File: src/rtl/ttt_board_ctrl_if.sv
// Board controller bus: frame timing and buttons in, packed board and game status out.
// TTT_UNDO_EN adds the undo request line.
interface ttt_board_ctrl_if #(
    parameter int N  = 3,
    parameter int CW = 4
);
    logic                vnotactive;
    logic [N*N-1:0]      but_n;
    logic                clear;
`ifdef TTT_UNDO_EN
    logic                undo;
`endif
    logic [2*N*N-1:0]    board;
    logic                player;
    logic [CW-1:0]       move_cnt;
    logic [1:0]          winner;
    logic                game_over;
    logic                draw;

    modport master (
        output vnotactive, but_n, clear,
`ifdef TTT_UNDO_EN
        output undo,
`endif
        input  board, player, move_cnt, winner, game_over, draw
    );

    modport slave (
        input  vnotactive, but_n, clear,
`ifdef TTT_UNDO_EN
        input  undo,
`endif
        output board, player, move_cnt, winner, game_over, draw
    );
endinterface

File: src/rtl/ttt_board_ctrl.sv
// ttt_board_ctrl: N x N two-player board/turn controller, at most one move per video frame.
// Optional single-level undo of the last move when compiled with TTT_UNDO_EN.
module ttt_board_ctrl #(
    parameter int N  = 3,
    parameter int CW = 4
) (
    input  logic             CLK,
    input  logic             RST,
    ttt_board_ctrl_if.slave  bus
);
    localparam int NC = N * N;
    localparam int IW = $clog2(NC);

    typedef enum logic [1:0] {WAIT_BLANK, SAMPLE, CHECK, WAIT_ACTIVE} state_t;

    state_t          state_q, state_d;
    logic [2*NC-1:0] board_q, board_d;
    logic            player_q, player_d;
    logic [CW-1:0]   move_cnt_q, move_cnt_d;
    logic [1:0]      winner_q, winner_d;
    logic            game_over_q, game_over_d;
    logic            draw_q, draw_d;
    logic [NC-1:0]   prev_press_q, prev_press_d;
`ifdef TTT_UNDO_EN
    logic [IW-1:0]   last_idx_q, last_idx_d;
    logic            undo_valid_q, undo_valid_d;
    logic            prev_undo_q, prev_undo_d;
`endif

    logic [NC-1:0]   press;
    logic [NC-1:0]   new_press;
    logic [IW-1:0]   new_idx;
    logic            cell_empty;
    logic [1:0]      win_code;

    // Owner code of the line starting at cell 'start' and stepping by 'step', or 00.
    function automatic logic [1:0] line_code(input logic [2*NC-1:0] b, input int start,
                                             input int step);
        logic [1:0] first;
        logic       same;
        first = b[2*start +: 2];
        same  = (first != 2'b00);
        for (int k = 1; k < N; k++)
            if (b[2*(start + k*step) +: 2] != first) same = 1'b0;
        return same ? first : 2'b00;
    endfunction

    always_comb begin
        press     = ~bus.but_n;
        new_press = press & ~prev_press_q;
        new_idx   = '0;
        for (int i = 0; i < NC; i++)
            if (new_press[i]) new_idx = IW'(i);
        cell_empty = (board_q[2*new_idx +: 2] == 2'b00);
    end

    always_comb begin
        win_code = 2'b00;
        for (int k = 0; k < N; k++) begin
            if (win_code == 2'b00) win_code = line_code(board_q, k*N, 1);
            if (win_code == 2'b00) win_code = line_code(board_q, k, N);
        end
        if (win_code == 2'b00) win_code = line_code(board_q, 0, N + 1);
        if (win_code == 2'b00) win_code = line_code(board_q, N - 1, N - 1);
    end

    always_comb begin
        state_d      = state_q;
        board_d      = board_q;
        player_d     = player_q;
        move_cnt_d   = move_cnt_q;
        winner_d     = winner_q;
        game_over_d  = game_over_q;
        draw_d       = draw_q;
        prev_press_d = prev_press_q;
`ifdef TTT_UNDO_EN
        last_idx_d   = last_idx_q;
        undo_valid_d = undo_valid_q;
        prev_undo_d  = prev_undo_q;
`endif
        if (bus.clear) begin
            // Buttons still held across a new game must not become a move.
            board_d      = '0;
            player_d     = 1'b0;
            move_cnt_d   = '0;
            winner_d     = 2'b00;
            game_over_d  = 1'b0;
            draw_d       = 1'b0;
            prev_press_d = press;
            state_d      = WAIT_ACTIVE;
`ifdef TTT_UNDO_EN
            undo_valid_d = 1'b0;
            prev_undo_d  = bus.undo;
`endif
        end else begin
            case (state_q)
                WAIT_BLANK: if (bus.vnotactive) state_d = SAMPLE;
                SAMPLE: begin
                    if (!game_over_q && $onehot(new_press) && cell_empty) begin
                        board_d[2*new_idx +: 2] = player_q ? 2'b10 : 2'b01;
                        player_d   = ~player_q;
                        move_cnt_d = move_cnt_q + CW'(1);
`ifdef TTT_UNDO_EN
                        last_idx_d   = new_idx;
                        undo_valid_d = 1'b1;
`endif
                    end
`ifdef TTT_UNDO_EN
                    else if (new_press == '0 && bus.undo && !prev_undo_q &&
                             undo_valid_q && move_cnt_q != '0) begin
                        board_d[2*last_idx_q +: 2] = 2'b00;
                        player_d     = ~player_q;
                        move_cnt_d   = move_cnt_q - CW'(1);
                        winner_d     = 2'b00;
                        draw_d       = 1'b0;
                        game_over_d  = 1'b0;
                        undo_valid_d = 1'b0;
                    end
                    prev_undo_d = bus.undo;
`endif
                    prev_press_d = press;
                    state_d      = CHECK;
                end
                CHECK: begin
                    if (win_code != 2'b00) begin
                        winner_d    = win_code;
                        game_over_d = 1'b1;
                    end else if (move_cnt_q == CW'(NC)) begin
                        draw_d      = 1'b1;
                        game_over_d = 1'b1;
                    end
                    state_d = WAIT_ACTIVE;
                end
                WAIT_ACTIVE: if (!bus.vnotactive) state_d = WAIT_BLANK;
                default:     state_d = WAIT_BLANK;
            endcase
        end
    end

    always_ff @(posedge CLK or negedge RST) begin
        if (!RST) begin
            state_q      <= WAIT_BLANK;
            board_q      <= '0;
            player_q     <= 1'b0;
            move_cnt_q   <= '0;
            winner_q     <= 2'b00;
            game_over_q  <= 1'b0;
            draw_q       <= 1'b0;
            prev_press_q <= '0;
`ifdef TTT_UNDO_EN
            last_idx_q   <= '0;
            undo_valid_q <= 1'b0;
            prev_undo_q  <= 1'b0;
`endif
        end else begin
            state_q      <= state_d;
            board_q      <= board_d;
            player_q     <= player_d;
            move_cnt_q   <= move_cnt_d;
            winner_q     <= winner_d;
            game_over_q  <= game_over_d;
            draw_q       <= draw_d;
            prev_press_q <= prev_press_d;
`ifdef TTT_UNDO_EN
            last_idx_q   <= last_idx_d;
            undo_valid_q <= undo_valid_d;
            prev_undo_q  <= prev_undo_d;
`endif
        end
    end

    assign bus.board     = board_q;
    assign bus.player    = player_q;
    assign bus.move_cnt  = move_cnt_q;
    assign bus.winner    = winner_q;
    assign bus.game_over = game_over_q;
    assign bus.draw      = draw_q;
endmodule

File: src/flat_wrapper.sv
// flat-port wrapper written by rule: the top's interface ports become plain ports
module ttt_board_ctrl_flat 
#(
    parameter int N  = 3,
    parameter int CW = 4
)
  (CLK, RST, bus_vnotactive, bus_but_n, bus_clear, bus_board, bus_player, bus_move_cnt, bus_winner, bus_game_over, bus_draw);
  ttt_board_ctrl_if #(.N(N), .CW(CW)) bus_i ();
  input  logic CLK;
  input  logic RST;
  input wire logic [$bits(bus_i.vnotactive)-1:0] bus_vnotactive;
  input wire logic [$bits(bus_i.but_n)-1:0] bus_but_n;
  input wire logic [$bits(bus_i.clear)-1:0] bus_clear;
  output wire logic [$bits(bus_i.board)-1:0] bus_board;
  output wire logic [$bits(bus_i.player)-1:0] bus_player;
  output wire logic [$bits(bus_i.move_cnt)-1:0] bus_move_cnt;
  output wire logic [$bits(bus_i.winner)-1:0] bus_winner;
  output wire logic [$bits(bus_i.game_over)-1:0] bus_game_over;
  output wire logic [$bits(bus_i.draw)-1:0] bus_draw;
  assign bus_i.vnotactive = bus_vnotactive;
  assign bus_i.but_n = bus_but_n;
  assign bus_i.clear = bus_clear;
  assign bus_board = bus_i.board;
  assign bus_player = bus_i.player;
  assign bus_move_cnt = bus_i.move_cnt;
  assign bus_winner = bus_i.winner;
  assign bus_game_over = bus_i.game_over;
  assign bus_draw = bus_i.draw;
  ttt_board_ctrl #(.N(N), .CW(CW)) u_core (.CLK(CLK), .RST(RST), .bus(bus_i));
endmodule
File: config.mk
export PLATFORM = sky130hd
export DESIGN_NAME = ttt_board_ctrl_flat
export DESIGN_NICKNAME = d
export VERILOG_FILES = /design/src/rtl/ttt_board_ctrl_if.sv /design/src/rtl/ttt_board_ctrl.sv /design/src/flat_wrapper.sv
export SDC_FILE = /design/constraint.sdc
export NUM_CORES = 1
export LEC_CHECK = 0
export ABC_CLOCK_PERIOD_IN_PS = 12000
export BUFFER_PORTS_ARGS = -buffer_cell sky130_fd_sc_hd__buf_2
export CAP_MARGIN = 20
export CELL_PAD_IN_SITES_DETAIL_PLACEMENT = 1
export CELL_PAD_IN_SITES_GLOBAL_PLACEMENT = 1
export CORE_MARGIN = 1.5
export CORE_UTILIZATION = 40
export CTS_CLUSTER_DIAMETER = 100
export DETAILED_ROUTE_END_ITERATION = 10
export PLACE_DENSITY = 0.72
export SYNTH_ARGS = -nofsm -noshare
export SYNTH_HDL_FRONTEND = slang
export SYNTH_SLANG_ARGS = --single-unit
File: constraint.sdc
create_clock -name CLK -period 12 [get_ports CLK]
set_input_delay 3.6 -clock CLK [delete_from_list [all_inputs] [get_ports CLK]]
set_output_delay 3.6 -clock CLK [all_outputs]
set_load 0.005 [all_outputs]
# [Yosys cells after proc, flatten, opt, wreduce, memory -nomap -nowiden]
# Index checks and enable logic that the tools add are counted.
[word_totals] input_bits=13 regBits=38 word_cells=151 output_inout_bits=27
[op_classes] n_eq_ne=24 n_mux=73 n_bitwise=4 add_sub_neg=10 shift=3 n_reduce_logical=29
[op_table] operator="2-to-1 mux 18 bit" n=3
[op_table] operator="2-to-1 mux 2 bit" n=22
[op_table] operator="2-to-1 mux 4 bit" n=10
[op_table] operator="2-to-1 mux 1 bit" n=34
[op_table] operator="negator 5 -> 34 bit" n=1
[op_table] operator="variable shift 2 x 34 -> 18 bit (first input constant)" n=1
[op_table] operator="indexed part select 2 x 34 -> 18 bit" n=1
[op_table] operator="inequality test 2 bit" n=16
[op_table] operator="nonzero test 2 bit" n=11
[op_table] operator="bitwise mux 18 bit" n=1
[op_table] operator="logical NOT 2 bit" n=9
[op_table] operator="2-to-1 mux 9 bit" n=2
[op_table] operator="inverter 9 bit" n=2
[op_table] operator="indexed part select 18 x 6 -> 2 bit" n=1
[op_table] operator="adder 4 bit" n=3
[op_table] operator="bitwise AND 9 bit" n=1
[op_table] operator="adder 1 x 1 -> 2 bit" n=4
[op_table] operator="case mux 2 bit (4 select lines)" n=1
[op_table] operator="AND reduction 2 bit" n=4
[op_table] operator="inequality test 3 bit (second input constant)" n=2
[op_table] operator="adder 4 x 1 -> 4 bit" n=1
[op_table] operator="adder 4 x 1 -> 4 bit (second input constant)" n=1
[op_table] operator="== test 2 bit (second input constant)" n=2
[op_table] operator="== test 4 x 1 -> 1 bit (second input constant)" n=1
[op_table] operator="8 further kinds" n=9

# [Logic depth before layout (Yosys ltp)]
# Gate-level depths: netlist of run 1.
[logic_depth] depth_word=36 mapped_depth=17 ltp_nobuf=16

# [Worst setup path before layout of run 1]
# Ideal clock, no wire load.
[synth_timing] kind="input-to-reg" startpoint="in bus_but_n[5]" endpoint="reg u_core.move_cnt_q[3] (netlist: u_core.bus.move_cnt[3])" t_arrival_ns=7.258 path_slack_ns=4.617 cell_stages=17 setup_time_ns=0.125 path_buffers=1 cell_sequence="nor2_1 > inv_1 > ha_1 > inv_1 > fa_1 > inv_1 > fa_1 > ha_1 > fa_1 > nor4_1 > and3_1 > nand2_1 > or3_1 > o211ai_2 > buf_6 > nand4_2 > mux2_4"
[synth_between] elab_chain_cells=11
[synth_rtl] item="from (decl)" line_no="flat_wrapper.sv:12" rtl="input wire logic [$bits(bus_i.but_n)-1:0] bus_but_n;"
[synth_rtl] item="inverter 9 bit *" line_no="ttt_board_ctrl.sv:49" rtl="press = ~bus.but_n;"
[synth_rtl] item="bitwise AND 9 bit *" line_no="ttt_board_ctrl.sv:50" rtl="new_press = press & ~prev_press_q;"
[synth_rtl] item="adder 1 x 1 -> 2 bit (not written as such) or 2-to-1 mux 4 bit (tied branches)" line_no="ttt_board_ctrl.sv:99, ttt_board_ctrl.sv:53"
[synth_rtl] item="adder 4 bit (not written as such) or 2-to-1 mux 4 bit (tied branches) (2 in a row)" line_no="ttt_board_ctrl.sv:99, ttt_board_ctrl.sv:53"
[synth_rtl] item="adder 4 x 1 -> 4 bit (not written as such) or 2-to-1 mux 4 bit (tied branches)" line_no="ttt_board_ctrl.sv:99, ttt_board_ctrl.sv:53"
[synth_rtl] item="== test 4 x 1 -> 1 bit or indexed part select 18 x 6 -> 2 bit (tied branches)" line_no="ttt_board_ctrl.sv:99, ttt_board_ctrl.sv:54"
[synth_rtl] item="logical AND 1 bit or logical NOT 2 bit (tied branches)" line_no="ttt_board_ctrl.sv:99, ttt_board_ctrl.sv:54"
[synth_rtl] item="logical AND 1 bit *" line_no="ttt_board_ctrl.sv:99" rtl="if (!game_over_q && $onehot(new_press) && cell_empty) begin"
[synth_rtl] item="nonzero test 2 bit (no line) *"
[synth_rtl] item="AND reduction 2 bit (no line) *"
[synth_rtl] item="to (signal assigned)" line_no="ttt_board_ctrl.sv:159" rtl="move_cnt_q <= move_cnt_d;"
[synth_rtl] item="to (decl)" line_no="ttt_board_ctrl.sv:19" rtl="logic [CW-1:0] move_cnt_q, move_cnt_d;"
# Every way passes the cells marked *; elsewhere a longest branch is shown, timed or not.
# A chain may end at the register's enable or synchronous reset.

# [Worst setup path after layout of run 1]
[layout_timing] startpoint="in bus_but_n[5]" endpoint="reg u_core.board_q[5] (netlist: u_core.bus.board[5])"
[layout_between] elab_chain_cells=12
[layout_rtl] item="inverter 9 bit *" line_no="ttt_board_ctrl.sv:49"
[layout_rtl] item="bitwise AND 9 bit *" line_no="ttt_board_ctrl.sv:50"
[layout_rtl] item="branches (longest 10 deep; another with adder 4 bit)"
[layout_rtl] item="to (signal assigned)" line_no="ttt_board_ctrl.sv:157" rtl="board_q <= board_d;"
[layout_rtl] item="to (decl)" line_no="ttt_board_ctrl.sv:17" rtl="logic [2*NC-1:0] board_q, board_d;"
# Mark *: on every way between the ends. The select of a mux whose other input is x is not followed.

==> results.py, run 1 <==
metrics = {
    "global_routing": {
        "grt_pass1_vias": 2420,
        "grt_max_degree": 39,
        "grt-ovfl-total": 0,
        "grt_pass1_wl_um": 12500,
        "track_usage_pct": 21.7,
        "antenna_found_initial": 0,
    },
    "worst_setup_path": {
        "r2r_slack_ps": 7430,
        "cp_max_fo": 11,
        "start_kind": "primary input",
        "critPathTopFamily": "adder cells",
        "crit_path_max_incr_delay_ps": 500,
        "r2r_cells": 16,
        "r2r_start": "u_core.prev_press_q[5]",
        "slowest_stage": "fa_1",
        "path_cells": "buf_2 -> nor2_1 -> inv_1 -> ha_1 -> inv_1 -> fa_1 -> inv_1 -> fa_1 -> ha_1 -> fa_1 -> nor4_1 -> and3_1 -> nand2_1 -> or3_1 -> o211ai_2 -> nor3b_2 -> mux2i_1",
        "reg2reg_to": "u_core.bus.board[5]",
        "end_kind": "register",
        "worstSetupPathType": "primary input to register",
        "crit_buf_inv": 4,
        "crit_arrival_ps": 7810,
        "cp.required_ps": 12210,
    },
    "clocking": {
        "cts-resized-gates": 0,
        "path_clk_slew_ps": 80,
        "cts_hold_buf": 0,
        "cts_sinks": 38,
        "clk_latency_ps": 290,
        "root_buffer": "clkbuf_8",
        "cts_tree": "built",
        "h-tree-depth": 2,
        "clock_path_buffers": 2,
        "numCtsBuffers": 5,
        "postCtsSetupBuffers": 0,
    },
    "sta": {
        "fin_crit_ps": 7600,
        "fmax_mhz": 132,
        "fin_crit_sh_pct": 63.3,
        "slew_viol_final": 0,
        "setup_tns_ps": 0,
        "hold_viol": 0,
        "setup-violations-final": 0,
        "maxSlewHeadroom_pct": 41.7,
        "fin_skew_ps": 3.88,
        "tightest_slew_ps": 874,
        "rsz0062_at_grt": "no",
    },
    "drt": {
        "drc": 0,
        "routed_wl_um": 7470,
        "wl_per_cell_um": 17.5,
        "drt_first_pass_iters": 4,
        "ant_nets": 0,
        "route.met3.wl_um": 338,
        "wl_met1_um": 3570,
        "num_vias": 2432,
        "drt_iter0_markers": 115,
        "highest_layer": "met4",
        "via_per_inst": 5.70,
        "wl_met2_um": 3470,
    },
    "floorplanning": {
        "ios": 40,
        "die-area_um2": 7380,
        "die_x_um": 85.9,
        "row_count": 30,
        "core_um2": 6720,
        "initial_core_util_pct": 40.9,
        "fp.dieH_um": 85.9,
    },
    "power_and_ir_drop": {
        "cellPowerDensity_nw_per_um2": 149,
        "leakage_nw": 1.58,
        "peakVddDrop_mv": 0.0988,
    },
    "final_layout": {
        "nets": 379,
        "n_fill_cell": 820,
        "areaGrowthSynthToFinish_pct": 12.0,
        "final_cells": 427,
        "antenna_cells": 0,
        "drive_gt1_share_pct": 17.3,
    },
    "worst_hold_path": {
        "holdCritPathClass": "register to register",
        "min-delay-start": "u_core.bus.draw",
        "worstHoldPathCells": 1,
        "min_to": "u_core.bus.draw",
    },
    "yosys": {
        "async_flop_share_pct": 100,
        "syn-num-nets": 347,
        "synthFlopType": "dfrtp_1",
        "synth.cell_area_um2": 2750,
        "ys_seq_area_share_pct": 34.6,
        "synthDistinctLibCells": 58,
        "synth_edf_count": 0,
        "ys_seq_elements": 38,
        "yosysWarnings": 0,
        "avgSynthCellArea_um2": 8.75,
        "synth_cells": 314,
    },
    "placement": {
        "dpl.hpwl_um": 5610,
        "portBuffers": 39,
        "routabilityCongestion": 0.794,
        "dp_cells": 419,
    },
    "outcome": {
        "outcome": "complete, no violations",
    },
    "job": {
        "cap_violations": 0,
    },
}
where the power goes:
group / switching, mW / leakage [nW] / internal [mW]
sequential: 0.0239 / 0.499 / 0.145
combinational: 0.119 / 1.04 / 0.0768
clock: 0.0483 / 0.0472 / 0.0462
final cells by class:
cell class | count | area, µm² | share of cell area, %
multi-input cells | 240 | 1650 | 53.7
repair buffers | 39 | 195 | 6.34
clock inverters | 2 | 12.5 | 0.407
clock buffers | 6 | 82.6 | 2.68
inverters | 22 | 83.8 | 2.72
well taps | 80 | 100 | 3.25
flip-flops and latches | 38 | 951 | 30.9
placed cells by master, fill, tap and decap left out, drive strengths merged, types with 7 or more instances in the layout:
cell,netlist,routed
a21oi,25,25
and3,7,7
buf,4,39
dfrtp,38,38
ha,15,15
inv,21,21
mux2i,16,16
nand2,25,25
nand3,15,15
nor2,39,39
o21ai,12,12
or3,12,12
sequential cells by signal, indices dropped and copies added (netlist names):
signal                flops
u_core.bus.board         18
u_core.prev_press_q       9
u_core.bus.move_cnt       4
u_core.bus.winner         2
u_core.state_q            2
u_core.bus.draw           1
u_core.bus.game_over      1
u_core.bus.player         1
metal layers:
layer	vias to the layer above	GRT usage [%]
li1	1168	-
met4	0	4.99
met2	47	35.6
met1	1208	30.1
met5	-	0
met3	9	3.46
cells by family after synthesis:
family | after synthesis | share of synthesized area, %
buffers and inverters | 36 | 5.28
adders and majority gates | 20 | 10.5
xor gates and xnor gates | 4 | 1.27
and+or+nand+nor | 128 | 23.7
muxes | 18 | 6.78
DFF | 38 | 34.6
AOI/OAI and AO/OA | 70 | 17.9
worst max path at each step:
stage,start,cells past startpoint,slack [ps],end
global placement,bus_but_n[5],17,4300,u_core.bus.board[5]
detailed placement,bus_but_n[5],17,4070,u_core.bus.board[5]
global route,bus_but_n[5],17,4160,u_core.bus.board[5]
finish,bus_but_n[5],17,4400,u_core.bus.board[5]
floorplan,bus_but_n[5],17,4620,u_core.bus.move_cnt[3]
CTS,bus_but_n[5],17,4390,u_core.bus.board[5]
cells in the mapped netlist (all sizes together), types with 2 or more instances:
master,count,area [µm²]
nor2,39,146
dfrtp,38,951
a21oi,25,125
nand2,25,93.8
inv,21,78.8
mux2i,16,160
ha,15,188
nand3,15,75.1
o21ai,12,60.1
or3,12,75.1
clkbuf,10,37.5
and3,7,43.8
a211oi,6,45.0
nor3,6,30.0
or2,6,40.0
fa,5,100
buf,4,23.8
a211o,3,26.3
a21o,3,22.5
and2,3,18.8
nand4,3,25.0
nor4,3,18.8
o211ai,3,27.5
o31ai,3,22.5
xnor2,3,26.3
a41oi,2,17.5
mux2,2,26.3
nor2b,2,12.5
nor3b,2,31.3
o2bb2ai,2,17.5
stage by stage:
step / util [%] / instance area (µm²) / power (mW) / hold WS [ps] / setup slack (ps)
floorplan: - / 2750 / 0.314 / 487 / 4620
global placement: 44.4 / 2980 / 0.359 / 487 / 4300
detailed placement: 44.4 / 2980 / 0.369 / 487 / 4070
CTS: 45.8 / 3080 / 0.466 / 507 / 4390
global route: 45.8 / 3080 / 0.500 / 519 / 4160
finish: 45.8 / 3080 / 0.459 / 500 / 4400
Power figures use the tool's default switching activity.
==> run 2: changes to the inputs <==
Settings changed: ABC_CLOCK_PERIOD_IN_PS 12000 to 7260.
Clock period 12 ns to 7.26 ns, I/O delays scaled along.
==> run 2 against run 1 <==
Against the previous run:
- non-clock buffer count unchanged
- combinational power increased by 66%
- worst hold slack improved by 2.4 ps
- global-route usage increased by 0.47 points
- wire length increased by 1.2%
- clock skew decreased by 0.66 ps
- critical endpoint unchanged
- sequential cell count unchanged
- largest cell class unchanged
- sequential power increased by 66%
==> results.py, run 2 (synthesized netlist as in run 1, its figures left out) <==
metrics = {
    "worst_setup_path": {
        "r2r_slack_ps": 2710,
        "end_kind": "register",
        "crit_arrival_ps": 6380,
        "crit_end": "u_core.bus.board[5]",
        "reg2reg_to": "u_core.bus.board[5]",
        "r2r_start": "u_core.prev_press_q[5]",
        "cp_max_fo": 11,
        "cp-startpoint": "bus_but_n[5]",
        "start_kind": "primary input",
        "cp.required_ps": 7480,
        "worstSetupPathType": "primary input to register",
        "r2r_cells": 16,
    },
    "floorplanning": {
        "initial_core_util_pct": 40.9,
        "ios": 40,
        "core_um2": 6720,
        "row_count": 30,
        "die-area_um2": 7380,
        "fp.dieH_um": 85.9,
        "die_x_um": 85.9,
    },
    "final_layout": {
        "final_cells": 427,
        "final_util_pct": 45.8,
        "drive_gt1_share_pct": 17.3,
        "final_cell_mix": "nor2_1 (39), buf_2 (39), dfrtp_1 (38), a21oi_1 (25), nand2_1 (25)",
        "largest_reg_flops": 18,
        "antenna_cells": 0,
        "nets": 379,
        "areaGrowthSynthToFinish_pct": 12.0,
        "n_fill_cell": 825,
        "final_area_um2": 3080,
    },
    "clocking": {
        "h-tree-depth": 2,
        "cts_sinks": 38,
        "path_clk_slew_ps": 80,
        "cts_tree": "built",
        "cts_hold_buf": 0,
        "numCtsBuffers": 5,
        "postCtsSetupBuffers": 0,
        "clk_latency_ps": 300,
        "cts-resized-gates": 0,
        "root_buffer": "clkbuf_8",
        "clock_path_buffers": 2,
    },
    "sta": {
        "fin_skew_ps": 3.22,
        "fin_crit_sh_pct": 84.8,
        "maxSlewHeadroom_pct": 41.2,
        "rsz0062_at_grt": "no",
        "fmax_mhz": 162,
        "setup_tns_ps": 0,
        "fin_crit_ps": 6160,
        "slew_viol_final": 0,
        "setup-violations-final": 0,
        "hold_viol": 0,
        "tightest_slew_ps": 882,
    },
    "placement": {
        "dp_cells": 419,
        "routabilityCongestion": 0.794,
        "dpl.hpwl_um": 5590,
        "place_area_um2": 2980,
        "portBuffers": 39,
    },
    "outcome": {
        "outcome": "complete, no violations",
    },
    "drt": {
        "drt_first_pass_iters": 4,
        "drc": 0,
        "via_per_inst": 5.69,
        "wl_per_cell_um": 17.7,
        "num_vias": 2428,
        "ant_nets": 0,
        "routed_wl_um": 7560,
        "drt_iter0_markers": 122,
    },
    "global_routing": {
        "track_usage_pct": 22.1,
        "grt_pass1_wl_um": 12700,
        "grt_max_degree": 39,
        "antenna_found_initial": 0,
        "grt_pass1_vias": 2431,
        "grt-ovfl-total": 0,
    },
    "power_and_ir_drop": {
        "peakVddDrop_mv": 0.152,
        "leakage_nw": 1.58,
        "cellPowerDensity_nw_per_um2": 247,
    },
    "job": {
        "cap_violations": 0,
    },
    "worst_hold_path": {
        "worstHoldPathCells": 1,
        "holdCritPathClass": "register to register",
    },
}
[run 2: cell counts in the layout (fill, tap and decap cells not counted)]
No cell type changed its count.
[run 2: cell type report]
| type | count | area [µm²] | share of cell area, % |
|---|---|---|---|
| multi-input combinational | 240 | 1650 | 53.7 |
| sequential | 38 | 951 | 30.9 |
| timing repair buffer | 39 | 195 | 6.34 |
| tap | 80 | 100 | 3.25 |
| inverter | 22 | 83.8 | 2.72 |
| clock buffer | 6 | 82.6 | 2.68 |
| clock inverter | 2 | 12.5 | 0.407 |
[run 2: worst min path at each step]
stage	start	endpoint	slack, ps
2_1_floorplan	u_core.prev_press_q[2]	u_core.prev_press_q[2]	490
3_3_place_gp	u_core.bus.draw	u_core.bus.draw	490
3_5_place_dp	u_core.bus.draw	u_core.bus.draw	490
4_1_cts	u_core.bus.draw	u_core.bus.draw	510
5_1_grt	u_core.bus.draw	u_core.bus.draw	520
6_report	u_core.bus.draw	u_core.bus.draw	500
[run 2: through the flow]
stage          hold WS [ps]  setup WS, ps  power [mW]
6_report                503          1100       0.762
5_1_grt                 522           848       0.832
4_1_cts                 509          1080       0.773
3_5_place_dp            487           747       0.609
3_3_place_gp            487           979       0.594
2_1_floorplan           487          1300       0.520
[run 2: worst max-delay path: stages]
cell and delay, ps:
buf_2 100, nor2_1 330, inv_1 110, ha_1 300
inv_1 50, fa_1 500, inv_1 50, fa_1 410
ha_1 200, fa_1 430, nor4_1 230, and3_1 260
nand2_1 80, or3_1 320, o211ai_2 220, nor3b_2 360
mux2i_1 230
[run 2: per-layer routing]
layer / up-vias / track usage, % / routed length [µm]
met4: 0 / 4.84 / 82
met5: - / 0 / 0
met2: 55 / 35.4 / 3530
met1: 1192 / 31.1 / 3490
met3: 8 / 4.62 / 461
li1: 1173 / - / -
[run 2: power breakdown]
| part | leakage, nW | internal, mW | switching (mW) |
|---|---|---|---|
| Clock | 0.0472 | 0.0764 | 0.0808 |
| Combinational | 1.04 | 0.127 | 0.198 |
| Sequential | 0.499 | 0.240 | 0.0397 |
==> run 3: changes to the inputs <==
Settings changed: ABC_AREA set to 1, ABC_CLOCK_PERIOD_IN_PS 7260 to 6250, PLACE_DENSITY 0.72 to 0.74.
Clock period 7.26 ns to 6.25 ns, I/O delays scaled along.
==> run 3 against run 2 <==
Against the previous run:
- first-iteration DRC count down 33%
- critical path depth up 1
- register-to-register slack worse by 610 ps
- core utilization is 0.73 points higher
- non-clock buffer count unchanged
- die area up 6.7%
- sequential cell count unchanged
- clock skew grew 7.4 ps
- final area is 8.5% higher
- critical endpoint is now u_core.bus.board[14]
- highest routed layer unchanged
==> results.py, run 3 <==
metrics = {
    "outcome": {
        "outcome": "complete, no violations",
    },
    "worst_hold_path": {
        "min-delay-start": "u_core.prev_press_q[6]",
        "holdCritPathClass": "register to register",
    },
    "yosys": {
        "synth_fa_ha_area_share_pct": 9.79,
        "synth-compound-area-share_pct": 9.66,
        "yosys-mux-area-fraction_pct": 0,
        "async_flop_share_pct": 100,
        "yosysWarnings": 0,
        "yosysTopAreaCell": "dfrtp_1",
        "yosysMostFrequentCell": "nand3_1",
        "synth_top_area_share_pct": 32.3,
        "synth.cell_area_um2": 2940,
        "avgSynthCellArea_um2": 7.33,
        "synthDistinctLibCells": 35,
        "syn-num-nets": 434,
        "netlist_top_cells_area": "dfrtp_1 (32%), nand3_1 (12%), nand2_1 (8.0%)",
        "netlist_top_cells_count": "nand3_1 (69), nand2_1 (63), inv_1 (43)",
        "synth_simple_gate_area_share_pct": 37.5,
        "ys_seq_area_share_pct": 32.3,
        "synthFlopType": "dfrtp_1",
        "synth_xor_area_share_pct": 1.19,
        "ys_seq_elements": 38,
        "synth_top_family_by_area": "simple AND/OR/NAND/NOR gates",
        "synth_edf_count": 0,
        "synth_cells": 401,
    },
    "worst_setup_path": {
        "worstSetupPathType": "primary input to register",
        "start_kind": "primary input",
        "critPathTopFamily": "adder cells",
        "crit_buf_inv": 5,
        "cp-startpoint": "bus_but_n[4]",
        "r2r_start": "u_core.prev_press_q[4]",
        "end_kind": "register",
        "crit_arrival_ps": 5630,
        "slowest_stage": "nor4_1",
        "path_cells": "buf_2 -> nor2_1 -> inv_1 -> ha_1 -> inv_1 -> fa_1 -> inv_1 -> fa_1 -> ha_1 -> fa_1 -> nor2_1 -> nand3_1 -> nor4_1 -> nand2_4 -> inv_4 -> nand2_2 -> nand3_1 -> nand2_1",
        "cp.required_ps": 6430,
        "cp_max_fo": 23,
        "crit_path_max_incr_delay_ps": 510,
    },
    "power_and_ir_drop": {
        "combPwrFrac_pct": 37.7,
        "p_int_mw": 0.553,
        "leakage_nw": 1.70,
        "p_clk_share_pct": 29.6,
        "p_seq_share_pct": 32.8,
        "switchingPower_mw": 0.355,
        "peakVddDrop_mv": 0.173,
        "power_mw": 0.908,
        "cellPowerDensity_nw_per_um2": 272,
        "switching_share_pct": 39.1,
    },
    "final_layout": {
        "drive_gt1_share_pct": 21.7,
        "antenna_cells": 0,
        "final_cell_mix": "nand3_1 (69), nand2_1 (63), inv_1 (43), buf_2 (39), dfrtp_1 (38)",
        "mostFrequentLayoutCell": "nand3_1",
        "nets": 470,
        "areaGrowthSynthToFinish_pct": 13.6,
        "largest_reg_flops": 18,
    },
    "sta": {
        "hold_viol": 0,
        "fin_crit_sh_pct": 87.1,
        "rsz0062_at_grt": "no",
        "setup_tns_ps": 0,
        "fin_crit_ps": 5440,
        "fmax_mhz": 184,
        "slew_viol_final": 0,
        "tightest_slew_ps": 908,
        "fin_skew_ps": 10.6,
        "maxSlewHeadroom_pct": 39.2,
        "setup-violations-final": 0,
    },
    "drt": {
        "via_per_inst": 5.41,
        "ant_nets": 0,
        "drt_first_pass_iters": 4,
        "drt_iter0_markers": 82,
        "num_vias": 2907,
        "drc": 0,
        "wl_per_cell_um": 16.3,
        "routed_wl_um": 8740,
    },
    "clocking": {
        "numCtsBuffers": 5,
        "root_buffer": "clkbuf_8",
        "path_clk_slew_ps": 80,
        "h-tree-depth": 2,
        "cts-resized-gates": 0,
        "clock_path_buffers": 2,
        "cts_hold_buf": 0,
        "clk_latency_ps": 300,
        "postCtsSetupBuffers": 0,
        "cts_sinks": 38,
        "cts_tree": "built",
    },
    "global_routing": {
        "grt_use_met1_pct": 32.9,
        "grt-ovfl-total": 0,
        "antenna_found_initial": 0,
        "grt_util_met2_pct": 41.6,
        "grt_pass1_vias": 2994,
        "gr-usage-met3_pct": 3.64,
        "top_usage_layer": "met2",
        "track_usage_pct": 24.8,
        "grt_pass1_wl_um": 14800,
        "grt_max_degree": 39,
    },
    "placement": {
        "dpl.hpwl_um": 6730,
        "routabilityCongestion": 0.857,
        "portBuffers": 39,
    },
    "floorplanning": {
        "initial_core_util_pct": 41.0,
        "row_count": 31,
        "core_um2": 7180,
        "fp.dieH_um": 88.7,
        "ios": 40,
        "die-area_um2": 7870,
        "die_x_um": 88.7,
    },
    "job": {
        "cap_violations": 0,
    },
}
==> run 3: layout make-up <==
type                    instances  area, µm²
clock buffers                   6       82.6
clock inverters                 2       60.1
fillers                       927       3840
inverters                      57        216
multi-input cells             296       1710
flip-flops and latches         38        951
well taps                      99        124
repair buffers                 39        195
==> run 3: cells by family (layout without fill, tap and decap cells) <==
kind of cell	after synthesis	count (layout)
buffers and inverters	67	104
AND/OR/NAND/NOR	225	225
flip-flops	38	38
XOR/XNOR	4	4
adder cells (fa/ha/maj)	20	20
AO/OA/AOI/OAI	47	47
==> run 3: power by group through the flow <==
stage               clock network [mW]  registers (mW)  logic (mW)
floorplan                            0           0.297       0.263
global placement                     0           0.301       0.328
detailed placement                   0           0.302       0.342
CTS                              0.271           0.297       0.347
global route                     0.278           0.301       0.400
finish                           0.269           0.297       0.342
==> run 3: stage by stage <==
step,instance area (µm²),setup slack (ps),util (%),cells,hold WS [ps]
global placement,3200,594,44.6,529,470
finish,3340,808,46.5,537,502
detailed placement,3200,462,44.6,529,483
floorplan,2940,941,-,401,454
global route,3340,437,46.5,537,520
CTS,3340,782,46.5,537,505
==> run 3: path summary, 6_finish.rpt <==
path | endpoint | slack (ps) | cells past startpoint
setup reg to reg | u_core.bus.board[14] | 2100 | 17
hold / removal | u_core.prev_press_q[6] | 500 | 2
setup / recovery | u_core.bus.board[14] | 810 | 18
hold reg to reg | u_core.prev_press_q[6] | 500 | 2
max in group asynchronous | u_core.bus.board[2] | 4000 | 1
min in group asynchronous | u_core.prev_press_q[2] | 1690 | 1
==> run 3: worst register-to-register path: cells and delay by family (launching register included) <==
kind                     cells  cell delay (ps)
adder cells (fa/ha/maj)      5             1840
AND/OR/NAND/NOR              8             1370
buffers and inverters        4              430
flip-flops                   1              390
==> run 3: routing by layer <==
layer | up-vias | part of all wire, % | wire length (µm)
met2 | 61 | 48 | 4200
met4 | 0 | 1.9 | 166
met3 | 14 | 3.9 | 337
met5 | - | 0 | 0
met1 | 1424 | 46 | 4040
li1 | 1408 | - | -
